===== src/rtl/lp805x_sfrarb_pkg.sv =====
// Shared SFR bus definitions for the lp805x SFR arbiter: field positions,
// bus widths, arbiter state encodings and the request-to-bus encoder.
package lp805x_sfr_defs;

  localparam int SFR_BUS_W = 29;
  localparam int SFR_RSP_W = 9;
  localparam int MAXREQ    = 4;

  localparam int F_WR_ADDR = 21;
  localparam int F_RD_ADDR = 13;
  localparam int F_DATA_IN = 5;
  localparam int F_WR      = 4;
  localparam int F_RD      = 3;
  localparam int F_BIT_IN  = 2;
  localparam int F_WR_BIT  = 1;
  localparam int F_RD_BIT  = 0;

  localparam int RSP_DATA_LSB = 1;
  localparam int RSP_BIT      = 0;

  localparam logic [SFR_BUS_W-1:0] STROBE_MASK = 29'h0000_001B;

  localparam logic [1:0] ST_IDLE  = 2'd0;
  localparam logic [1:0] ST_ISSUE = 2'd1;
  localparam logic [1:0] ST_WAIT  = 2'd2;

  typedef logic [1:0] idx_t;

  typedef struct packed {
    logic       we;
    logic       bitacc;
    logic [7:0] addr;
    logic [7:0] wdata;
  } sfr_req_t;

  // Strobed bus word for one transfer; fields not used by the access stay 0.
  function automatic logic [SFR_BUS_W-1:0] sfr_encode(input sfr_req_t r);
    logic [SFR_BUS_W-1:0] b;
    b = '0;
    if (r.we) begin
      b[F_WR_ADDR +: 8] = r.addr;
      if (r.bitacc) begin
        b[F_BIT_IN] = r.wdata[0];
        b[F_WR_BIT] = 1'b1;
      end else begin
        b[F_DATA_IN +: 8] = r.wdata;
        b[F_WR]           = 1'b1;
      end
    end else begin
      b[F_RD_ADDR +: 8] = r.addr;
      if (r.bitacc) begin
        b[F_RD_BIT] = 1'b1;
      end else begin
        b[F_RD] = 1'b1;
      end
    end
    return b;
  endfunction

endpackage


===== src/rtl/lp805x_sfrarb_if.sv =====
// Requester-side bundle of the SFR arbiter: requests in, ack and read data out.
interface lp805x_sfrarb_if #(parameter int NREQ = 2);

  logic [NREQ-1:0]   m_req;
  logic [NREQ-1:0]   m_lock;
  logic [NREQ-1:0]   m_we;
  logic [NREQ-1:0]   m_bit;
  logic [8*NREQ-1:0] m_addr;
  logic [8*NREQ-1:0] m_wdata;
  logic [NREQ-1:0]   m_ack;
  logic [7:0]        m_rdata;
  logic              m_rbit;

  modport master (
    output m_req, m_lock, m_we, m_bit, m_addr, m_wdata,
    input  m_ack, m_rdata, m_rbit
  );

  modport slave (
    input  m_req, m_lock, m_we, m_bit, m_addr, m_wdata,
    output m_ack, m_rdata, m_rbit
  );

endinterface


===== src/rtl/lp805x_sfrarb_pick.sv =====
// Combinational winner select: lock owner first, then round-robin from ptr
// or fixed lowest-index priority.
module lp805x_sfrarb_pick
  import lp805x_sfr_defs::*;
#(
  parameter int NREQ = 2,
  parameter bit RR   = 1'b1
) (
  input  logic [MAXREQ-1:0] req,
  input  logic              lock_vld,
  input  idx_t              lock_own,
  input  idx_t              ptr,
  output logic              any,
  output idx_t              win,
  output logic              by_lock
);

  int   idx_s;
  logic found_s;

  // Winner selection with lock override.
  always_comb begin
    any     = |req;
    win     = 2'd0;
    by_lock = 1'b0;
    idx_s   = 0;
    found_s = 1'b0;
    if (lock_vld && req[lock_own]) begin
      win     = lock_own;
      by_lock = 1'b1;
    end else if (RR) begin
      for (int k = 0; k < NREQ; k++) begin
        idx_s = (int'(ptr) + k) % NREQ;
        if (!found_s && req[idx_t'(idx_s)]) begin
          win     = idx_t'(idx_s);
          found_s = 1'b1;
        end else begin
          found_s = found_s;
        end
      end
    end else begin
      for (int k = NREQ - 1; k >= 0; k--) begin
        win = req[idx_t'(k)] ? idx_t'(k) : win;
      end
    end
  end

endmodule


===== src/rtl/lp805x_sfrarb.sv =====
// SFR bus arbiter: grants one requester, drives the strobed SFR request bus
// for one cycle and returns write completion or sampled read data with an ack.
module lp805x_sfrarb
  import lp805x_sfr_defs::*;
#(
  parameter int NREQ   = 2,
  parameter int RD_LAT = 1,
  parameter bit RR     = 1'b1
) (
  input  logic                 clk,
  input  logic                 rst_n,
  lp805x_sfrarb_if.slave       req_if,
  output logic [SFR_BUS_W-1:0] sfr_bus,
  input  logic [SFR_RSP_W-1:0] rsp_bus,
  output logic                 busy
);

  logic [MAXREQ-1:0]   req_x, lock_x, we_x, bit_x;
  logic [8*MAXREQ-1:0] addr_x, wdata_x;
  sfr_req_t            sel_s;
  logic                any_s, by_lock_s;
  idx_t                win_s;

  logic [1:0]           state_q, state_d;
  idx_t                 gnt_q, gnt_d;
  idx_t                 ptr_q, ptr_d;
  logic                 we_q, we_d;
  logic                 lock_q, lock_d;
  logic [2:0]           cnt_q, cnt_d;
  logic [SFR_BUS_W-1:0] bus_q, bus_d;
  logic [NREQ-1:0]      ack_q, ack_d;
  logic [7:0]           rdata_q, rdata_d;
  logic                 rbit_q, rbit_d;
  logic                 busy_q, busy_d;

  // Widen request fields to MAXREQ so a 2-bit grant index never runs off the end.
  always_comb begin
    req_x   = '0;
    lock_x  = '0;
    we_x    = '0;
    bit_x   = '0;
    addr_x  = '0;
    wdata_x = '0;
    req_x[NREQ-1:0]     = req_if.m_req;
    lock_x[NREQ-1:0]    = req_if.m_lock;
    we_x[NREQ-1:0]      = req_if.m_we;
    bit_x[NREQ-1:0]     = req_if.m_bit;
    addr_x[8*NREQ-1:0]  = req_if.m_addr;
    wdata_x[8*NREQ-1:0] = req_if.m_wdata;
    sel_s.we     = we_x[win_s];
    sel_s.bitacc = bit_x[win_s];
    sel_s.addr   = addr_x[{win_s, 3'b000} +: 8];
    sel_s.wdata  = wdata_x[{win_s, 3'b000} +: 8];
  end

  lp805x_sfrarb_pick #(
    .NREQ (NREQ),
    .RR   (RR)
  ) u_pick (
    .req      (req_x),
    .lock_vld (lock_q),
    .lock_own (gnt_q),
    .ptr      (ptr_q),
    .any      (any_s),
    .win      (win_s),
    .by_lock  (by_lock_s)
  );

  // Transfer sequencer: grant, strobe cycle, read latency wait, ack.
  always_comb begin
    state_d = state_q;
    gnt_d   = gnt_q;
    ptr_d   = ptr_q;
    we_d    = we_q;
    lock_d  = lock_q;
    cnt_d   = cnt_q;
    bus_d   = bus_q;
    ack_d   = '0;
    rdata_d = rdata_q;
    rbit_d  = rbit_q;
    case (state_q)
      ST_IDLE: begin
        if (any_s) begin
          gnt_d   = win_s;
          we_d    = sel_s.we;
          lock_d  = lock_x[win_s];
          bus_d   = sfr_encode(sel_s);
          state_d = ST_ISSUE;
          if (by_lock_s) begin
            ptr_d = ptr_q;
          end else begin
            ptr_d = (win_s == idx_t'(NREQ - 1)) ? 2'd0 : win_s + 2'd1;
          end
        end else begin
          // An owner that skipped its re-request slot gives the lock up.
          lock_d = 1'b0;
        end
      end
      ST_ISSUE: begin
        bus_d = bus_q & ~STROBE_MASK;
        if (we_q || (RD_LAT == 1)) begin
          ack_d   = {{(NREQ-1){1'b0}}, 1'b1} << gnt_q;
          state_d = ST_IDLE;
          if (!we_q) begin
            rdata_d = rsp_bus[RSP_DATA_LSB +: 8];
            rbit_d  = rsp_bus[RSP_BIT];
          end else begin
            rdata_d = rdata_q;
          end
        end else begin
          cnt_d   = 3'(RD_LAT - 1);
          state_d = ST_WAIT;
        end
      end
      ST_WAIT: begin
        cnt_d = cnt_q - 3'd1;
        if (cnt_d == 3'd0) begin
          rdata_d = rsp_bus[RSP_DATA_LSB +: 8];
          rbit_d  = rsp_bus[RSP_BIT];
          ack_d   = {{(NREQ-1){1'b0}}, 1'b1} << gnt_q;
          state_d = ST_IDLE;
        end else begin
          state_d = ST_WAIT;
        end
      end
      default: begin
        bus_d   = bus_q & ~STROBE_MASK;
        state_d = ST_IDLE;
      end
    endcase
    busy_d = (state_d != ST_IDLE) || lock_d;
  end

  // State and output registers.
  always_ff @(posedge clk or negedge rst_n) begin
    if (!rst_n) begin
      state_q <= ST_IDLE;
      gnt_q   <= 2'd0;
      ptr_q   <= 2'd0;
      we_q    <= 1'b0;
      lock_q  <= 1'b0;
      cnt_q   <= 3'd0;
      bus_q   <= '0;
      ack_q   <= '0;
      rdata_q <= 8'h00;
      rbit_q  <= 1'b0;
      busy_q  <= 1'b0;
    end else begin
      state_q <= state_d;
      gnt_q   <= gnt_d;
      ptr_q   <= ptr_d;
      we_q    <= we_d;
      lock_q  <= lock_d;
      cnt_q   <= cnt_d;
      bus_q   <= bus_d;
      ack_q   <= ack_d;
      rdata_q <= rdata_d;
      rbit_q  <= rbit_d;
      busy_q  <= busy_d;
    end
  end

  assign req_if.m_ack   = ack_q;
  assign req_if.m_rdata = rdata_q;
  assign req_if.m_rbit  = rbit_q;
  assign sfr_bus        = bus_q;
  assign busy           = busy_q;

endmodule

===== src/flat_wrapper.sv =====
// flat-port wrapper written by rule: the top's interface ports become plain ports
module lp805x_sfrarb_flat import lp805x_sfr_defs::*;
#(
  parameter int NREQ   = 2,
  parameter int RD_LAT = 1,
  parameter bit RR     = 1'b1
)
  (clk, rst_n, sfr_bus, rsp_bus, busy, req_if_m_req, req_if_m_lock, req_if_m_we, req_if_m_bit, req_if_m_addr, req_if_m_wdata, req_if_m_ack, req_if_m_rdata, req_if_m_rbit);
  lp805x_sfrarb_if #(.NREQ(NREQ)) req_if_i ();
  input  logic clk;
  input  logic rst_n;
  output logic [SFR_BUS_W-1:0] sfr_bus;
  input  logic [SFR_RSP_W-1:0] rsp_bus;
  output logic busy;
  input wire logic [$bits(req_if_i.m_req)-1:0] req_if_m_req;
  input wire logic [$bits(req_if_i.m_lock)-1:0] req_if_m_lock;
  input wire logic [$bits(req_if_i.m_we)-1:0] req_if_m_we;
  input wire logic [$bits(req_if_i.m_bit)-1:0] req_if_m_bit;
  input wire logic [$bits(req_if_i.m_addr)-1:0] req_if_m_addr;
  input wire logic [$bits(req_if_i.m_wdata)-1:0] req_if_m_wdata;
  output wire logic [$bits(req_if_i.m_ack)-1:0] req_if_m_ack;
  output wire logic [$bits(req_if_i.m_rdata)-1:0] req_if_m_rdata;
  output wire logic [$bits(req_if_i.m_rbit)-1:0] req_if_m_rbit;
  assign req_if_i.m_req = req_if_m_req;
  assign req_if_i.m_lock = req_if_m_lock;
  assign req_if_i.m_we = req_if_m_we;
  assign req_if_i.m_bit = req_if_m_bit;
  assign req_if_i.m_addr = req_if_m_addr;
  assign req_if_i.m_wdata = req_if_m_wdata;
  assign req_if_m_ack = req_if_i.m_ack;
  assign req_if_m_rdata = req_if_i.m_rdata;
  assign req_if_m_rbit = req_if_i.m_rbit;
  lp805x_sfrarb #(.NREQ(NREQ), .RD_LAT(RD_LAT), .RR(RR)) u_core (.clk(clk), .rst_n(rst_n), .req_if(req_if_i), .sfr_bus(sfr_bus), .rsp_bus(rsp_bus), .busy(busy));
endmodule

===== config.mk =====
export PLATFORM = sky130hd
export DESIGN_NAME = lp805x_sfrarb_flat
export DESIGN_NICKNAME = d
export VERILOG_FILES = /design/src/rtl/lp805x_sfrarb_pkg.sv /design/src/rtl/lp805x_sfrarb_if.sv /design/src/rtl/lp805x_sfrarb_pick.sv /design/src/rtl/lp805x_sfrarb.sv /design/src/flat_wrapper.sv
export SDC_FILE = /design/constraint.sdc
export NUM_CORES = 1
export LEC_CHECK = 0
export CORE_AREA = 3 3 77 79
export DETAILED_ROUTE_END_ITERATION = 12
export DIE_AREA = 0 0 80 82
export PLACE_DENSITY = 0.91
export SYNTH_ARGS = -nofsm -noshare
export SYNTH_HDL_FRONTEND = slang
export SYNTH_HIERARCHICAL = 1
export SYNTH_SLANG_ARGS = --single-unit
export TNS_END_PERCENT = 10

===== constraint.sdc =====
create_clock -name clk -period 4.9 [get_ports clk]
set_input_delay 1.47 -clock clk [delete_from_list [all_inputs] [get_ports clk]]
set_output_delay 1.47 -clock clk [all_outputs]
set_load 0.03 [all_outputs]

==> impl_metrics.csv <==
group,metric,value,unit
grt,grt_use_total,0.1857,
die,fp.dieW,80,µm
grt,grt_pass1_wl,9349,µm
sta,finalSetupViolations,0,
sta,min_period,3.553,ns
die,initial_core_util,0.4461,
die,die_h,82,µm
clocking,numCtsBuffers,5,
route,drtAntennaViolNets,0,
critical_path,start_kind,"input port",
critical_path,worstSetupStartpoint,"req_if_m_req[1]",
grt,antenna_found_initial,0,
grt,grt_max_degree,52,
route,drt_first_pass_iters,4,
die,die_area,6560,µm²
sta,timing.hold.ws,0.4943,ns
route,wirelength,5913,µm
finish,drive_above_1_share,0.08940,
clocking,post_cts_resized,0,
job,max-cap-violations,0,
finish,final_area,3510,µm²
critical_path,path_max_fanout,10,
route,remaining_drc_errors,0,
sta,worst_slew_pin_slew,1.107,ns
sta,setup_tns,0,ns
die,core.rowCount,27,
critical_path,critPathKind,"input port to flop",
synthesis,avgSynthCellArea,11.65,µm²
min_path,hold_path_startpoint,"u_core/cnt_q[2]",
run_status,outcome,"finished clean",
die,io_pins,92,
critical_path,cp_cell_sequence,"clkdlybuf4s50_1, inv_1, a31o_1, a21oi_2, mux2i_1, nor2_1, nor3_2, a22o_1",
placed_design,place_congestion,0.7842,
sta,period_share,0.7252,
clocking,h-tree-depth,2,
power_and_ir_drop,p_leak,1.540,nW
grt,grt_overflow,0,
clocking,cts-root-buf,"clkbuf_8",
synthesis,synth_area,2411,µm²
critical_path,cp-end-kind,"flop",
critical_path,critical-path-max-stage-delay,0.51,ns
clocking,holdBufCountCts,0,
clocking,clk_pin_slew_worst_paths,0.10,ns
critical_path,required,5.15,ns
critical_path,crit_arrival,3.80,ns
clocking,clock_latency,0.32,ns
power_and_ir_drop,p_total,1.760,mW
sta,slew_headroom,0.2618,
sta,fin_skew,0.01749,ns
synthesis,synthCells,207,
clocking,clockBufferDepth,2,
route,post_drt_wl_per_cell,15.81,µm
clocking,postCtsSetupBuffers,0,
synthesis,yosys_warnings,6,
route,vias,1967,
sta,drv_slew,0,
route,drtIter0Drc,111,
sta,timing.fmax,281.4,MHz
critical_path,r2r-start,"u_core/gnt_q[1]",
clocking,clock-sinks,51,
route,drt-vias-per-instance,5.259,
die,core_area,5405,µm²
critical_path,cpLargestDelayFamily,"compound AO/OA/AOI/OAI gates",
power_and_ir_drop,max-vdd-ir-drop,0.2545,mV
clocking,cts_tree,"done",
placed_design,numPortBuffers,91,
critical_path,slowest_stage,"a21oi_2",
min_path,hold_class,"flop to flop",
placed_design,dp_hpwl,4303,µm
sta,hold_violations,0,
placed_design,dpl-instance-area,3395,µm²
finish,areaGrowthSynthToFinish,45.56,%
grt,grt_pass1_vias,2002,
finish,nNetsFinal,358,
finish,antenna_cells,0,
power_and_ir_drop,powerDensity,501.6,nW/µm²
sta,rsz0062_at_grt,"false",
critical_path,critPathBufInv,2,
==> worst paths after layout <==
check / slack [ns] / to / depth (start not counted)
worst max-delay path: 1.35 / u_core/sfr_bus[7] / 8
worst min-delay path: 0.49 / u_core/cnt_q[2] / 1
worst max register to register: 2.34 / u_core/sfr_bus[7] / 7
worst min register to register: 0.49 / u_core/cnt_q[2] / 1
max in group asynchronous: 2.86 / u_core/state_q[0] / 1
min in group asynchronous: 1.36 / u_core/req_if.m_rdata[1] / 1
==> where the power goes <==
part           total (mW)  internal, mW  switching [mW]  leakage, nW
clock network       0.304         0.154           0.150       0.0548
registers           0.621         0.542          0.0795        0.665
logic               0.835         0.376           0.459        0.820
==> through the flow <==
step             util  worst slack, ns  std cells
2_1_floorplan       -            2.063        211
4_1_cts        0.6493            1.343        374
6_report       0.6493            1.347        374
5_1_grt        0.6493            1.160        374
3_5_place_dp   0.6280            1.026        366
3_3_place_gp   0.6280            1.134        366
==> per-layer routing <==
metal,global-route usage,vias up,wire length (µm)
met4,0.07264,0,77
met5,0,-,0
met2,0.3096,71,3002
met3,0.05921,6,470
li1,-,925,-
met1,0.2241,965,2362
==> cell type report <==
type | count | area [µm²]
clock buffers | 5 | 68.82
multi-input cells | 141 | 1074
clock inverters | 3 | 46.29
repair buffers | 93 | 920.9
well taps | 72 | 90.09
flip-flops and latches | 51 | 1276
fillers | 441 | 1896
inverters | 9 | 33.78
==> state kept, by name (all words and copies together), names as in the netlist, 2 cells and up <==
signal / count
u_core/state_q: 2
u_core/sfr_bus: 29
u_core/req_if.m_ack: 2
u_core/gnt_q: 2
u_core/req_if.m_rdata: 8
u_core/cnt_q: 3
==> placed cells by master, fill, tap and decap left out, drive strengths merged, types with 2 or more instances in the layout <==
cell           count
a22o              16
a32o               9
buf                3
clkbuf             5
clkdlybuf4s50     90
conb               5
dfrtp             51
ha                 6
inv               10
mux2              11
mux2i             22
nand2             17
nand4              2
nor2              19
nor2b              3
nor3               2
o21ai              9
o31ai              3
or2                2
xnor2              2
(Power assumes the default switching activity.)
